<file path="config.mk">
export PLATFORM = sky130hd
export DESIGN_NAME = rvee_lsu
export DESIGN_NICKNAME = d
export VERILOG_FILES = /design/src/rtl/rvee_lsu.sv
export SDC_FILE = /design/constraint.sdc
export NUM_CORES = 1
export LEC_CHECK = 0
export ABC_AREA = 1
export CAP_MARGIN = 10
export CELL_PAD_IN_SITES_DETAIL_PLACEMENT = 0
export CELL_PAD_IN_SITES_GLOBAL_PLACEMENT = 2
export CORE_UTILIZATION = 27
export DETAILED_ROUTE_END_ITERATION = 6
export PLACE_DENSITY_LB_ADDON = 0.25
export SLEW_MARGIN = 25
export SYNTH_ARGS = -nofsm -noshare
export SYNTH_HDL_FRONTEND = slang
export SYNTH_SLANG_ARGS = --single-unit
</file>
<file path="constraint.sdc">
create_clock -name clk -period 1.76 [get_ports clk]
set_input_delay 0.352 -clock clk [delete_from_list [all_inputs] [get_ports clk]]
set_output_delay 0.352 -clock clk [all_outputs]
set_load 0.05 [all_outputs]
</file>
<file path="src/rtl/rvee_lsu.sv">
// rvee_lsu: memory stage; ALU results pass straight through and loads/stores
// use one data-bus transaction at a time. Optional macro: RVEE_LSU_STORE_ACK_EN.
module rvee_lsu #(
    parameter int XLEN = 32
) (
    input  logic            clk,
    input  logic            rst,
    input  logic            ex_valid,
    output logic            ex_ready,
    input  logic            ex_load,
    input  logic            ex_store,
    input  logic [2:0]      ex_funct3,
    input  logic [XLEN-1:0] ex_pc,
    input  logic [XLEN-1:0] ex_addr,
    input  logic [XLEN-1:0] ex_wdata,
    input  logic [4:0]      ex_rd,
    input  logic            ex_rd_we,
    output logic            dbus_req,
    output logic            dbus_we,
    output logic [XLEN-1:0] dbus_addr,
    output logic [3:0]      dbus_be,
    output logic [XLEN-1:0] dbus_wdata,
    input  logic            dbus_gnt,
    input  logic            dbus_rvalid,
    input  logic [XLEN-1:0] dbus_rdata,
    input  logic            dbus_err,
    output logic [4:0]      rd,
    output logic            rd_we,
    output logic [XLEN-1:0] rd_data,
    output logic            exception,
    output logic [XLEN-1:0] fault_pc,
    output logic [XLEN-1:0] fault_addr,
    output logic [XLEN-2:0] n_cause
);

    localparam logic [1:0] S_IDLE = 2'd0;
    localparam logic [1:0] S_REQ  = 2'd1;
    localparam logic [1:0] S_RESP = 2'd2;

    localparam logic [XLEN-2:0] CAUSE_LD_MISAL = (XLEN-1)'(4);
    localparam logic [XLEN-2:0] CAUSE_LD_FAULT = (XLEN-1)'(5);
    localparam logic [XLEN-2:0] CAUSE_ST_MISAL = (XLEN-1)'(6);
    localparam logic [XLEN-2:0] CAUSE_ST_FAULT = (XLEN-1)'(7);

    logic [1:0]      state_q, state_d;
    logic            ex_ready_q, ex_ready_d;

    logic            op_store_q, op_store_d;
    logic [2:0]      op_funct3_q, op_funct3_d;
    logic [XLEN-1:0] op_pc_q, op_pc_d;
    logic [XLEN-1:0] op_addr_q, op_addr_d;
    logic [4:0]      op_rd_q, op_rd_d;
    logic            op_rd_we_q, op_rd_we_d;

    logic            dbus_req_q, dbus_req_d;
    logic            dbus_we_q, dbus_we_d;
    logic [XLEN-1:0] dbus_addr_q, dbus_addr_d;
    logic [3:0]      dbus_be_q, dbus_be_d;
    logic [XLEN-1:0] dbus_wdata_q, dbus_wdata_d;

    logic [4:0]      rd_q, rd_d;
    logic            rd_we_q, rd_we_d;
    logic [XLEN-1:0] rd_data_q, rd_data_d;
    logic            exception_q, exception_d;
    logic [XLEN-1:0] fault_pc_q, fault_pc_d;
    logic [XLEN-1:0] fault_addr_q, fault_addr_d;
    logic [XLEN-2:0] n_cause_q, n_cause_d;

    logic            accept;
    logic            is_mem;
    logic            misal;
    logic [3:0]      st_be;
    logic [XLEN-1:0] st_wdata;
    logic [XLEN-1:0] ld_shift;
    logic [XLEN-1:0] ld_data;

    assign accept = ex_valid & ex_ready_q;
    assign is_mem = ex_load | ex_store;

    // Decode the incoming op: alignment, store byte enables and lane data
    always_comb begin
        misal    = 1'b0;
        st_be    = 4'b1111;
        st_wdata = ex_wdata;
        case (ex_funct3[1:0])
            2'b00: begin
                st_be    = 4'b0001 << ex_addr[1:0];
                st_wdata = {4{ex_wdata[7:0]}};
            end
            2'b01: begin
                misal    = ex_addr[0];
                st_be    = 4'b0011 << ex_addr[1:0];
                st_wdata = {2{ex_wdata[15:0]}};
            end
            default: begin
                misal    = (ex_addr[1:0] != 2'b00);
            end
        endcase
    end

    // Align the returned word and extend it according to the load width
    always_comb begin
        ld_shift = dbus_rdata >> {op_addr_q[1:0], 3'b000};
        case (op_funct3_q)
            3'b000:  ld_data = {{(XLEN-8){ld_shift[7]}}, ld_shift[7:0]};
            3'b001:  ld_data = {{(XLEN-16){ld_shift[15]}}, ld_shift[15:0]};
            3'b100:  ld_data = {{(XLEN-8){1'b0}}, ld_shift[7:0]};
            3'b101:  ld_data = {{(XLEN-16){1'b0}}, ld_shift[15:0]};
            default: ld_data = ld_shift;
        endcase
    end

    // Sequencing of accept, bus request, response and the result beats
    always_comb begin
        state_d      = state_q;
        op_store_d   = op_store_q;
        op_funct3_d  = op_funct3_q;
        op_pc_d      = op_pc_q;
        op_addr_d    = op_addr_q;
        op_rd_d      = op_rd_q;
        op_rd_we_d   = op_rd_we_q;
        dbus_req_d   = dbus_req_q;
        dbus_we_d    = dbus_we_q;
        dbus_addr_d  = dbus_addr_q;
        dbus_be_d    = dbus_be_q;
        dbus_wdata_d = dbus_wdata_q;
        rd_d         = rd_q;
        rd_we_d      = 1'b0;
        rd_data_d    = rd_data_q;
        exception_d  = 1'b0;
        fault_pc_d   = fault_pc_q;
        fault_addr_d = fault_addr_q;
        n_cause_d    = n_cause_q;

        unique case (state_q)
            S_IDLE: begin
                if (accept) begin
                    op_store_d  = ex_store;
                    op_funct3_d = ex_funct3;
                    op_pc_d     = ex_pc;
                    op_addr_d   = ex_addr;
                    op_rd_d     = ex_rd;
                    op_rd_we_d  = ex_rd_we;
                    if (!is_mem) begin
                        rd_d      = ex_rd;
                        rd_we_d   = ex_rd_we & (ex_rd != 5'd0);
                        rd_data_d = ex_wdata;
                    end else if (misal) begin
                        exception_d  = 1'b1;
                        fault_pc_d   = ex_pc;
                        fault_addr_d = ex_addr;
                        n_cause_d    = ex_store ? CAUSE_ST_MISAL
                                                : CAUSE_LD_MISAL;
                    end else begin
                        state_d      = S_REQ;
                        dbus_req_d   = 1'b1;
                        dbus_we_d    = ex_store;
                        dbus_addr_d  = {ex_addr[XLEN-1:2], 2'b00};
                        // loads fetch the whole word; enables qualify stores
                        dbus_be_d    = ex_store ? st_be : 4'b0000;
                        dbus_wdata_d = st_wdata;
                    end
                end
            end
            S_REQ: begin
                if (dbus_gnt) begin
                    dbus_req_d = 1'b0;
`ifdef RVEE_LSU_STORE_ACK_EN
                    state_d    = S_RESP;
`else
                    state_d    = op_store_q ? S_IDLE : S_RESP;
`endif
                end
            end
            S_RESP: begin
                if (dbus_rvalid) begin
                    state_d = S_IDLE;
                    if (dbus_err) begin
                        exception_d  = 1'b1;
                        fault_pc_d   = op_pc_q;
                        fault_addr_d = op_addr_q;
                        n_cause_d    = op_store_q ? CAUSE_ST_FAULT
                                                  : CAUSE_LD_FAULT;
                    end else if (!op_store_q) begin
                        rd_d      = op_rd_q;
                        rd_we_d   = op_rd_we_q & (op_rd_q != 5'd0);
                        rd_data_d = ld_data;
                    end
                end
            end
            default: begin
                state_d = S_IDLE;
            end
        endcase

        ex_ready_d = (state_d == S_IDLE);
    end

    // State registers; reset drops any in-flight transaction
    always_ff @(posedge clk or negedge rst) begin
        if (!rst) begin
            state_q      <= S_IDLE;
            ex_ready_q   <= 1'b1;
            op_store_q   <= 1'b0;
            op_funct3_q  <= 3'd0;
            op_pc_q      <= '0;
            op_addr_q    <= '0;
            op_rd_q      <= 5'd0;
            op_rd_we_q   <= 1'b0;
            dbus_req_q   <= 1'b0;
            dbus_we_q    <= 1'b0;
            dbus_addr_q  <= '0;
            dbus_be_q    <= 4'd0;
            dbus_wdata_q <= '0;
            rd_q         <= 5'd0;
            rd_we_q      <= 1'b0;
            rd_data_q    <= '0;
            exception_q  <= 1'b0;
            fault_pc_q   <= '0;
            fault_addr_q <= '0;
            n_cause_q    <= '0;
        end else begin
            state_q      <= state_d;
            ex_ready_q   <= ex_ready_d;
            op_store_q   <= op_store_d;
            op_funct3_q  <= op_funct3_d;
            op_pc_q      <= op_pc_d;
            op_addr_q    <= op_addr_d;
            op_rd_q      <= op_rd_d;
            op_rd_we_q   <= op_rd_we_d;
            dbus_req_q   <= dbus_req_d;
            dbus_we_q    <= dbus_we_d;
            dbus_addr_q  <= dbus_addr_d;
            dbus_be_q    <= dbus_be_d;
            dbus_wdata_q <= dbus_wdata_d;
            rd_q         <= rd_d;
            rd_we_q      <= rd_we_d;
            rd_data_q    <= rd_data_d;
            exception_q  <= exception_d;
            fault_pc_q   <= fault_pc_d;
            fault_addr_q <= fault_addr_d;
            n_cause_q    <= n_cause_d;
        end
    end

    assign ex_ready   = ex_ready_q;
    assign dbus_req   = dbus_req_q;
    assign dbus_we    = dbus_we_q;
    assign dbus_addr  = dbus_addr_q;
    assign dbus_be    = dbus_be_q;
    assign dbus_wdata = dbus_wdata_q;
    assign rd         = rd_q;
    assign rd_we      = rd_we_q;
    assign rd_data    = rd_data_q;
    assign exception  = exception_q;
    assign fault_pc   = fault_pc_q;
    assign fault_addr = fault_addr_q;
    assign n_cause    = n_cause_q;

endmodule

</file>
==> impl_metrics.csv <==
group,metric,value,unit
critical_path,crit_type,"flop to primary output",
die,die-area,44100,um2
run,cap_violations,0,
global_route,use_met2,0.273,
synthesis,yosysUniqueCellTypes,31,
timing,finalClockSkew,0.0158,ns
routing,wl_per_cell,16.6,um
routing,postRouteWirelength,39600,um
clocking,cts_buffers,30,
synthesis,netlist_area,11700,um2
synthesis,synth_compound_area_frac,0.150,
place,port_buffers,319,
timing,slew_viol_final,0,
synthesis,synth_mux_area_frac,0,
die,die_w,210,um
place,gp_congestion,0.808,
hold_path,hp-class,"input port to async pin",
timing,period_share,0.966,
global_route,grt_max_degree,103,
global_route,top_usage_layer,"met2",
timing,finalCriticalPeriod,1.70,ns
timing,fmax,588,MHz
critical_path,cpMaxStageDelayCell,"dfstp_2",
routing,viasPerCell,4.36,
layout,layout.nets,1926,
timing,final_hold_viol_count,0,
timing,slew_headroom,0.482,
timing,tightest_slew,0.775,ns
routing,detail_route.first_pass.iterations,5,
layout,syn2layout_area_growth,40.6,%
synthesis,syn_area_per_cell,8.12,um2
critical_path,cp-end-kind,"primary output",
global_route,grt_antenna_before_repair,7,
place,place_ws,-0.338,ns
critical_path,crit_chain,"buf_6 -> buf_12",
clocking,clkTransAtPathRegs,0.06,ns
synthesis,ys_ff_latch,251,
power_and_ir_drop,powerDensity,2040,nW/um2
critical_path,cpPeakStageDelay,0.54,ns
power_and_ir_drop,peakVddDrop,0.00107,V
clocking,clockBufferDepth,3,
synthesis,synth-seq-area-share,0.537,
die,fp-row-count,75,
die,initial_core_util,0.276,
critical_path,critPathLaunchType,"flop",
die,coreArea,42300,um2
synthesis,ys_warn_count,0,
timing,hold_ws,0.225,ns
routing,vias,10400,
clocking,cts-root-buf,"clkbuf_16",
global_route,grt_pass1_wl,61600,um
global_route,grt_overflow,0,
global_route,grt_pass1_vias,10400,
routing,drtIter0Drc,560,
die,die_h,210,um
synthesis,netlist_instances,1440,
timing,rsz0062_at_grt,"false",
synthesis,synthXorXnorAreaFrac,0,
global_route,grt_util_met3,0.0425,
clocking,cts.sinks,251,
critical_path,arrival,1.35,ns
layout,register_area,6280,um2
clocking,insertion_delay,0.57,ns
clocking,htreeDepth,1,
synthesis,synth_top_family_by_area,"simple AND/OR/NAND/NOR gates",
routing,ant_nets,0,
critical_path,crit_required,1.41,ns
critical_path,crit_fanout,2,
place,post-dp-hpwl,29200,um
synthesis,synth_simple_gate_area_frac,0.216,
timing,worst_slack,0.0598,ns
global_route,grt_use_total,0.179,
power_and_ir_drop,p_total,0.0336,W
power_and_ir_drop,p_leak,8.34,nW
clocking,cts_tree,"yes",
die,ioPinCount,350,
global_route,grt_util_met1,0.253,
outcome,status,"completed",
synthesis,synthAdderAreaFrac,0,
layout,n_fill_cell,4364,
layout,drive_gt1_frac,0.180,
routing,drc_errors,0,
layout,multi_input_comb_area,4410,um2
timing,finalSetupViolCount,0,
-- worst max-delay path: cells and delay by family (launching register included) --
kind | cells | cell delay, ns
flip-flops | 1 | 0.54
buffers and inverters | 2 | 0.23
-- layout by cell type, fill, tap and decap left out, drive strengths merged --
master	netlist	final
nand3	8	8
diode	0	4
o32ai	1	1
clkinvlp	0	1
nand4	1	1
or2	8	8
o211ai	89	89
dfrtp	250	250
dfstp	1	1
dlygate4sd3	0	1
nor3	2	2
nand2	569	569
a21oi	24	24
conb	1	30
bufinv	0	2
a31oi	1	1
buf	82	251
o21ai	189	189
nor4	1	1
clkdlybuf4s50	0	143
inv	119	119
nor3b	1	1
nor2	58	58
clkinv	1	5
clkbuf	33	47
nand3b	1	1
-- metrics by stage --
stage / TNS [ns] / instances / utilization / instance area, um2
final: 0 / 2384 / 0.389 / 16400
after global routing: 0 / 2383 / 0.389 / 16400
after CTS: 0 / 2380 / 0.388 / 16400
after detailed placement: -50.50 / 2325 / 0.365 / 15400
after global placement: -48.52 / 2325 / 0.365 / 15400
after floorplan: 0 / 1469 / - / 11800
-- synthesized netlist by cell type --
master,number,share of area
nand2_1,565,0.18
buf_2,40,0.017
nand3_2,1,0.00086
inv_2,4,0.0013
o21ai_0,162,0.069
buf_6,9,0.0087
o21ai_2,1,0.00075
or2_2,8,0.0043
nand3_1,7,0.0030
clkbuf_1,31,0.010
nand4_1,1,0.00054
nor2_4,2,0.0019
o211ai_1,89,0.057
clkbuf_2,2,0.00086
dfrtp_1,250,0.53
nor3b_1,1,0.00064
o32ai_1,1,0.00075
a31oi_1,1,0.00054
nor2_1,54,0.017
nor4_1,1,0.00054
inv_1,115,0.037
dfstp_2,1,0.0022
nor3_1,2,0.00086
nand2_2,4,0.0021
nand3b_4,1,0.0017
o21ai_1,26,0.011
buf_4,33,0.021
clkinv_1,1,0.00032
nor2_2,2,0.0011
a21oi_1,24,0.010
conb_1,1,0.00032
-- power by group --
part | switching [W] | internal, W | total (W)
registers | 0.00167 | 0.00852 | 0.0102
logic | 0.0120 | 0.00514 | 0.0171
clock network | 0.00254 | 0.00372 | 0.00626
total | 0.0162 | 0.0174 | 0.0336
-- state kept, by name (all words and copies together) (netlist names), 2 cells and up --
| register | flops |
|---|---|
| dbus_addr | 30 |
| dbus_be | 4 |
| dbus_wdata | 32 |
| fault_addr | 32 |
| fault_pc | 32 |
| n_cause | 3 |
| op_addr_q | 32 |
| op_funct3_q | 3 |
| op_pc_q | 32 |
| op_rd_q | 5 |
| rd | 5 |
| rd_data | 32 |
| state_q | 2 |
-- cell families after synthesis --
| family | after synthesis |
|---|---|
| other | 1 |
| AO/OA/AOI/OAI | 304 |
| flip-flops | 251 |
| buffers and inverters | 235 |
| AND/OR/NAND/NOR | 649 |
-- repair_timing --
item / 4_1_cts / 5_1_grt
resized for setup: 0 / 4
setup endpoints to repair: 0 / 19
hold buffers: 1 / 0
hold endpoints to repair: 158 / 0
setup buffers: 0 / 0
-- layer usage --
layer | wire [um] | vias up
li1 | - | 5236
met1 | 18600 | 4825
met2 | 17800 | 275
met3 | 2490 | 49
met4 | 778 | 4
met5 | 24 | -
-- worst paths after layout --
path / cells past startpoint / to / slack [ns] / start
worst max register to register: 10 / fault_pc[30]$_DFFE_PN0P_ / 0.13 / ex_ready$_DFF_PN1_
worst max-delay path: 2 / ex_ready / 0.06 / ex_ready$_DFF_PN1_
min in group clk: 3 / op_funct3_q[2]$_DFFE_PN0P_ / 0.33 / ex_funct3[2]
worst min register to register: 2 / fault_addr[1]$_DFFE_PN0P_ / 0.47 / fault_addr[1]$_DFFE_PN0P_
max in group asynchronous: 4 / fault_pc[25]$_DFFE_PN0P_ / 0.85 / rst
worst min-delay path: 2 / fault_addr[9]$_DFFE_PN0P_ / 0.22 / rst
-- cell type report --
class | count | area share
Tap cell | 577 | 0.0439
Antenna cell | 4 | 0.000609
Inverter | 120 | 0.0274
Timing Repair Buffer | 395 | 0.218
Sequential cell | 251 | 0.382
Clock inverter | 7 | 0.00601
Clock buffer | 47 | 0.0538
Multi-Input combinational cell | 983 | 0.268
(Power assumes the default switching activity.)
